File: config.mk
export PLATFORM = sky130hd
export DESIGN_NAME = fetch_unit
export DESIGN_NICKNAME = d
export VERILOG_FILES = /design/src/rtl/fetch_unit.sv
export SDC_FILE = /design/constraint.sdc
export NUM_CORES = 1
export LEC_CHECK = 0
export CORE_ASPECT_RATIO = 0.5
export CORE_UTILIZATION = 45
export CTS_CLUSTER_DIAMETER = 50
export DETAILED_ROUTE_END_ITERATION = 7
export PLACE_DENSITY = 0.72
export SLEW_MARGIN = 5
export SYNTH_ARGS = -nofsm -noshare
export SYNTH_HDL_FRONTEND = slang
export SYNTH_SLANG_ARGS = --single-unit
File: constraint.sdc
create_clock -name clk -period 7.45 [get_ports clk]
set_input_delay 0.745 -clock clk [delete_from_list [all_inputs] [get_ports clk]]
set_output_delay 0.745 -clock clk [all_outputs]
set_load 0.01 [all_outputs]
File: src/rtl/fetch_unit.sv
// -----------------------------------------------------------------------------
// fetch_unit
//
// Instruction fetch stage plus the IF/ID pipeline register. Holds the
// architectural PC and keeps at most one request outstanding to instruction
// memory (req/ready handshake for the request, rvalid for the response).
// A one-entry skid buffer catches a response that returns while decode is
// stalled with a full IF/ID. A redirect from execute discards in-flight work;
// a response that is already owed by memory is absorbed in DRAIN.
//
// Optional feature macro: FETCH_HALT_DETECT_EN
//   defined   - an instruction with opcode [15:11] == 5'b00000 entering IF/ID
//               stops fetching (HALT state, halted = 1) until a redirect.
//   undefined - no HALT state; halted is tied low and opcode 00000 is fetched
//               like any other instruction.
//
// Ports
//   clk            in   system clock, rising edge
//   rst            in   asynchronous active-high reset
//   take_branch_PC in   redirect strobe from execute
//   newPC          in   redirect target
//   stall          in   decode cannot accept IF/ID this cycle
//   imem_req       out  fetch request valid
//   imem_addr      out  fetch address (current PC)
//   imem_ready     in   memory accepts the request this cycle
//   imem_rvalid    in   response data valid
//   imem_rdata     in   instruction word
//   instr          out  IF/ID instruction
//   PC_out         out  IF/ID incremented PC (fetch address + 2)
//   instr_valid    out  IF/ID holds a live instruction
//   halted         out  fetch stopped on a HALT opcode
//   err            out  sticky protocol error (response with nothing owed)
// -----------------------------------------------------------------------------
module fetch_unit #(
    parameter logic [15:0] RESET_PC = 16'h0000
) (
    input  logic        clk,
    input  logic        rst,
    input  logic        take_branch_PC,
    input  logic [15:0] newPC,
    input  logic        stall,
    output logic        imem_req,
    output logic [15:0] imem_addr,
    input  logic        imem_ready,
    input  logic        imem_rvalid,
    input  logic [15:0] imem_rdata,
    output logic [15:0] instr,
    output logic [15:0] PC_out,
    output logic        instr_valid,
    output logic        halted,
    output logic        err
);

    localparam logic [15:0] NOP_INSTR = 16'h0800;

    typedef enum logic [2:0] {
        S_REQ   = 3'd0,
        S_WAIT  = 3'd1,
        S_DRAIN = 3'd2,
        S_HOLD  = 3'd3
`ifdef FETCH_HALT_DETECT_EN
        ,
        S_HALT  = 3'd4
`endif
    } state_t;

    state_t      state_q, state_d;
    logic [15:0] pc_q, pc_d;
    logic [15:0] instr_q, instr_d;
    logic [15:0] pc_out_q, pc_out_d;
    logic        valid_q, valid_d;
    logic [15:0] skid_instr_q, skid_instr_d;
    logic [15:0] skid_pc_q, skid_pc_d;
    logic        err_q, err_d;

    logic [15:0] pc_inc_s;
    logic        ifid_free_s;
    logic        rsp_unowed_s;

    // 16-bit modulo increment: 16'hFFFE wraps to 16'h0000 with no flag
    assign pc_inc_s = pc_q + 16'd2;

    // IF/ID can take a new word if it is empty or decode is consuming it now
    assign ifid_free_s = !valid_q || !stall;

    // Request side depends on state and PC only; rst masks the request while
    // reset is held so nothing is issued before the design is live.
    assign imem_req  = (state_q == S_REQ) && !rst;
    assign imem_addr = pc_q;

    assign instr       = instr_q;
    assign PC_out      = pc_out_q;
    assign instr_valid = valid_q;
    assign err         = err_q;

`ifdef FETCH_HALT_DETECT_EN
    assign halted = (state_q == S_HALT);
`else
    assign halted = 1'b0;
`endif

    // Flag states in which memory owes us nothing, so any rvalid is a protocol error
    always_comb begin
        rsp_unowed_s = 1'b0;
        case (state_q)
            S_REQ:   rsp_unowed_s = 1'b1;
            S_HOLD:  rsp_unowed_s = 1'b1;
`ifdef FETCH_HALT_DETECT_EN
            S_HALT:  rsp_unowed_s = 1'b1;
`endif
            S_WAIT:  rsp_unowed_s = 1'b0;
            S_DRAIN: rsp_unowed_s = 1'b0;
            default: rsp_unowed_s = 1'b0;
        endcase
    end

    // Next-state, PC, IF/ID, skid and error computation
    always_comb begin
        state_d      = state_q;
        pc_d         = pc_q;
        instr_d      = instr_q;
        pc_out_d     = pc_out_q;
        skid_instr_d = skid_instr_q;
        skid_pc_d    = skid_pc_q;

        // Without a load, an unstalled IF/ID empties into decode (bubble);
        // instr/PC_out keep their last value.
        if (stall) begin
            valid_d = valid_q;
        end else begin
            valid_d = 1'b0;
        end

        if (imem_rvalid && rsp_unowed_s) begin
            err_d = 1'b1;
        end else begin
            err_d = err_q;
        end

        if (take_branch_PC) begin
            // Redirect wins over everything; the skid is simply abandoned by
            // never returning to HOLD with it.
            pc_d    = newPC;
            valid_d = 1'b0;
            case (state_q)
                S_REQ: begin
                    // An accepted request still has a response on its way
                    if (imem_ready) begin
                        state_d = S_DRAIN;
                    end else begin
                        state_d = S_REQ;
                    end
                end
                S_WAIT: begin
                    if (imem_rvalid) begin
                        state_d = S_REQ;
                    end else begin
                        state_d = S_DRAIN;
                    end
                end
                S_DRAIN: begin
                    if (imem_rvalid) begin
                        state_d = S_REQ;
                    end else begin
                        state_d = S_DRAIN;
                    end
                end
                default: state_d = S_REQ;
            endcase
        end else begin
            case (state_q)
                S_REQ: begin
                    if (imem_ready) begin
                        state_d = S_WAIT;
                    end else begin
                        state_d = S_REQ;
                    end
                end
                S_WAIT: begin
                    if (imem_rvalid) begin
                        pc_d = pc_inc_s;
                        if (ifid_free_s) begin
                            instr_d  = imem_rdata;
                            pc_out_d = pc_inc_s;
                            valid_d  = 1'b1;
`ifdef FETCH_HALT_DETECT_EN
                            if (imem_rdata[15:11] == 5'b00000) begin
                                state_d = S_HALT;
                            end else begin
                                state_d = S_REQ;
                            end
`else
                            state_d  = S_REQ;
`endif
                        end else begin
                            skid_instr_d = imem_rdata;
                            skid_pc_d    = pc_inc_s;
                            state_d      = S_HOLD;
                        end
                    end else begin
                        state_d = S_WAIT;
                    end
                end
                S_HOLD: begin
                    if (!stall) begin
                        instr_d  = skid_instr_q;
                        pc_out_d = skid_pc_q;
                        valid_d  = 1'b1;
`ifdef FETCH_HALT_DETECT_EN
                        if (skid_instr_q[15:11] == 5'b00000) begin
                            state_d = S_HALT;
                        end else begin
                            state_d = S_REQ;
                        end
`else
                        state_d  = S_REQ;
`endif
                    end else begin
                        state_d = S_HOLD;
                    end
                end
                S_DRAIN: begin
                    // Owed response arrives and is thrown away
                    if (imem_rvalid) begin
                        state_d = S_REQ;
                    end else begin
                        state_d = S_DRAIN;
                    end
                end
`ifdef FETCH_HALT_DETECT_EN
                S_HALT: begin
                    state_d = S_HALT;
                end
`endif
                default: state_d = S_REQ;
            endcase
        end
    end

    // State register for the FSM, PC, IF/ID, skid and error flag
    always_ff @(posedge clk or posedge rst) begin
        if (rst) begin
            state_q      <= S_REQ;
            pc_q         <= RESET_PC;
            instr_q      <= NOP_INSTR;
            pc_out_q     <= 16'h0000;
            valid_q      <= 1'b0;
            skid_instr_q <= NOP_INSTR;
            skid_pc_q    <= 16'h0000;
            err_q        <= 1'b0;
        end else begin
            state_q      <= state_d;
            pc_q         <= pc_d;
            instr_q      <= instr_d;
            pc_out_q     <= pc_out_d;
            valid_q      <= valid_d;
            skid_instr_q <= skid_instr_d;
            skid_pc_q    <= skid_pc_d;
            err_q        <= err_d;
        end
    end

endmodule
# After elaboration in Yosys (flattened, before gate mapping)
# Index checks and enable logic that the tools add are counted.
# Widths: inputs -> output; s select.
[classes]
n_addsub = 1
n_mul = 0
div = 0
magnitude_cmp = 0
eq_ne = 6
n_shift = 0
mux = 27
bitwise_logic = 2
reduce_logical = 15
[ops]
columns = ["cell", "n"]
rows = [
  ["$mux 16", 9],
  ["$pmux 16 s2", 2],
  ["$add 16x2->16 const B", 1],
  ["$pmux 3 s4", 1],
  ["$mux 2", 4],
  ["$mux 1", 7],
  ["$eq 3x2->1 const B", 2],
  ["$mux 3", 2],
  ["$ne 2x2->1 const B", 3],
  ["$pmux 3 s2", 1],
  ["$reduce_bool 2->1", 3],
  ["$reduce_and 5->1", 1],
  ["$reduce_and 4->1", 1],
  ["$reduce_or 2->1", 2],
  ["$eq 3x1->1 const B", 1],
  ["$logic_not 1->1", 3],
  ["$logic_not 3->1", 1],
  ["$logic_and 1x1->1", 2],
  ["$not 1->1", 2],
  ["$pmux 1 s2", 1],
  ["$reduce_and 2->1", 1],
  ["$logic_or 1x1->1", 1],
]
[totals]
regBits = 85
latchBits = 0
mem_bits_rw = 0
rom_bits = 0
input_bits = 38
mem_count = 0

# Logic depth before layout (Yosys ltp)
[logic_depth]
word_depth = 6
mapped_depth = 8
ltp_nobuf = 6

# Worst setup path before layout
# Ideal clock, no wire load.
[synth_timing]
path_kind = "input -> register"
startpoint = "in take_branch_PC"
endpoint = "reg skid_instr_q[10]"
setup_time_ps = 125
arrival_time_ps = 1846
t_required_ps = 7325
path_slack_ps = 5479
stages = 4
n_path_buf = 2
path_cell_list = "clkbuf_1 > nor3_4 > buf_2 > mux2_2"
[synth_between]
elab_chain_len = 2
[synth_rtl]
columns = ["item", "line_no", "rtl"]
rows = [
  ["from (decl)", "39", "input logic take_branch_PC,"],
  ["$not 1->1 (no source line)", "n/a", ""],
  ["$reduce_and 4->1 (no source line)", "n/a", ""],
  ["to (signal assigned)", "257", "skid_instr_q <= skid_instr_d;"],
  ["to (decl)", "72", "logic [15:0] skid_instr_q, skid_instr_d;"],
]
# No other way between the ends.
# A chain may end at the register's enable or synchronous reset.

# Worst setup path in the final report
[layout_timing]
startpoint = "reg state_q[0]"
endpoint = "reg pc_out_q[4], in the netlist PC_out[4]"
[layout_between]
elab_chain_len = 3
elab_cells_between_ends = 8
classes_between = "eq/ne: 5; mux: 1; reduce/logical: 2"
[layout_rtl]
columns = ["item", "line_no", "rtl"]
rows = [
  ["from (decl)", "67", "state_t state_q, state_d;"],
  ["from (signal assigned)", "252", "state_q <= state_d;"],
  ["$eq 3x1->1 or $eq 3x2->1 (tied branches)", "171", "case (state_q)"],
  ["$ne 2x2->1 (no source line) or $reduce_bool 2->1 (tied branches)", "n/a", ""],
  ["$reduce_and 5->1 (no source line)", "n/a", ""],
  ["to (signal assigned)", "255", "pc_out_q <= pc_out_d;"],
  ["to (decl)", "70", "logic [15:0] pc_out_q, pc_out_d;"],
]
# Parallel ways exist; a longest one is shown, timed or not.

==> run summary <==
Hold Violations, Final - 0
Cell Area, Synth - 4200 µm²
DR WL/cell - 15.3 µm
Worst Path Class, Setup - register to register
Residual DRC - 4
Vias in the first global route - 3,163
Largest net degree at the start of global routing - 85
R2R cell count - 5
Clk_lat worst skew - 0.34 ns
Post-Synthesis Cells - 415
Initial antenna violation count - 0
P_leak - 2.19 nW
Post-Route Setup TNS - 0 ns
RSZ-0062 raised after global routing - no
First-pass GRT wire length - 15,300 µm
Sequential Power Share - 0.402
# setup viols final - 0
Met1 Use GR - 0.258
Num ports - 90
Synth warn - 0
Busiest grt layer - met2
Combinational Power Share - 0.295
IO Port Bufs - 88
Post-CTS sizing - 0
Syn_nets - 458
Final Cycle Share - 0.414
Initial core utilization - 0.473
Switching Share - 0.291
Overall Global Routing Usage - 0.200
Top_reg_cell synth - dfrtp_1
Min Tclk post-route - 3.09 ns
Post-DRT Antenna Nets - 0
Hold path cells - 2
Detail Placement HPWL - 6150 µm
Final Max Slew Viols - 0
Critical Path RT - 7.67 ns
Rel. slew slack - 0.268
Met2 usage - 0.333
Placed Instances - 590
Root Buffer - clkbuf_16
Failing checks - DRC
Synthesized flop and latch total - 84
Met3 usage - 0.0494
F_max - 0.324 GHz
Num CTS Buffers - 9
DIE AREA - 9750 µm²
DR vias/cell - 5.41
Tot Pwr - 1.57 mW
Post-Route Skew - 0.00521 ns
Layout cells sized above 1 - 0.112
Area grow syn2layout - 28.7%
CP Data Arrival Time - 3.31 ns
Worst-path maximum fanout - 48
Clock share of power - 0.303
Slew at the pin with the worst max-slew slack - 1.10 ns
CTS tree - done
Reg clk slew, reported paths - 0.06 ns
Clock Tree Buf Depth - 2
Pre-CTS setup slack - 4.25 ns
Finished Layout Cells - 606
RR Endpoint - PC_out[4]
Layout Nets - 527
Worst Hold End - instr[11]
Hold Buf Count CTS - 0
Ys async rst share - 1.00
Sw Pwr - 0.457 mW
Setup crit end kind - register
Die W - 139 µm
Grt ovf - 0
Worst-case vdd ir drop - 0.146 mV
Status - finished, violations left
GPL Wtd Cong - 0.803
Fin util - 0.609
Die height - 70.3 µm
Post-CTS Setup Bufs - 0
Post-synth EDFFs - 0
Row count - 24
Setup slack after layout - 4.36 ns
H-Tree Depth - 3
Most frequent cells in the layout - clkdlybuf4s50_1 (87), o21ai_0 (83), dfrtp_1 (82)
Diodes inserted - 0
Reg2reg setup slack - 4.36 ns
Post-synth cell types - 48
Internal power - 1.11 mW
Core area - 8890 µm²
Initial DRC count - 214
Commonest non-fill, non-tap cell in the layout - clkdlybuf4s50_1
Clock Sink Count - 84
Hold crit path type - register to register
Part of the Yosys area used for sequential elements - 0.501
# Max-Cap Violations - 0
Power per Cell Area - 290 nW/µm²
Routed wire length - 9280 µm
HP Start - instr[11]
Critical path startpoint category - register
Via count - 3,281
Avg Inst Size Synth - 10.1 µm²
1st-pass router iterations - 6
Launch point of the worst reg-to-reg path - state_q[0]
## sequential cells by signal, summed over array words and instances (netlist names)
register / flops
skid_instr_q: 16
state_q: 2
PC_out: 16
skid_pc_q: 16
instr_valid: 1
instr: 16
err: 1
imem_addr: 16
## power groups by stage
stage	sequential (mW)	combinational, mW	clock [mW]
finish	0.632	0.464	0.475
global route	0.647	0.509	0.503
CTS	0.633	0.469	0.487
detailed placement	0.639	0.469	0
global placement	0.640	0.459	0
floorplan	0.665	0.197	0
## stage by stage
| step | cell area, µm² | hold slack (ns) |
|---|---|---|
| detailed placement | 5090 | 0.491 |
| CTS | 5410 | 0.501 |
| finish | 5410 | 0.501 |
| global placement | 5090 | 0.467 |
| floorplan | 4200 | 0.480 |
| global route | 5410 | 0.513 |
## kinds of logic after synthesis
family | synth area share
xor+xnor | 0.0354
mux | 0.109
other cells | 0.000893
flops | 0.501
fa+ha+maj | 0.0149
buf+inv | 0.0539
compound gates | 0.164
simple gates | 0.120
## worst max path at each step
stage / start / endpoint / slack (ns)
2_1_floorplan: rst / PC_out[0] / 4.54
3_3_place_gp: imem_rvalid / skid_pc_q[0] / 4.32
3_5_place_dp: imem_rvalid / skid_instr_q[5] / 4.25
4_1_cts: state_q[0] / PC_out[3] / 4.33
5_1_grt: state_q[0] / instr[5] / 4.13
6_report: state_q[0] / PC_out[4] / 4.36
## cell usage after synthesis, types with 2 or more instances
cell       n  area, µm²
nand3_1    7       35.0
o31a_1     4       35.0
dfstp_2    2       52.6
buf_4      5       37.5
o21ai_0   83        415
mux2_2    19        214
nor2_1    15       56.3
o31ai_1    8       60.1
a22oi_1    2       15.0
o211ai_1   2       15.0
nand2_1   38        143
or3_1      3       18.8
a21oi_1    7       35.0
xnor2_1   13        114
clkbuf_1  17       63.8
nand4_1    5       31.3
o21a_1     3       22.5
o21ai_1    4       20.0
xor2_1     4       35.0
ha_1       5       62.6
nor4_1     6       37.5
nor4_2     4       50.1
a211o_1    2       17.5
nor3_1     7       35.0
mux2i_1   20        200
dfrtp_1   82       2050
mux2_4     3       45.0
inv_1     16       60.1
buf_2     10       50.1
## critical path, stage by stage, from the launching register on
cell	delay [ns]
dfrtp_1	0.38
ha_2	0.93
o21ai_0	0.27
a2bb2oi_2	0.20
or2_1	0.82
mux2_4	0.35
## cell type report
type                       instances  area [µm²]
inverter                          16        61.3
fill                             738        3480
tap                              117         146
timing repair buffer              92         906
multi-input combinational        281        1870
clock buffer                      10         229
clock inverter                     6        88.8
sequential                        84        2100
## layer usage
layer / vias up / wire (µm)
met2: 68 / 4340
met4: 0 / 121
li1: 1597 / -
met5: - / 0
met3: 12 / 379
met1: 1604 / 4440
Note: power is estimated with default switching activity, not from simulation.
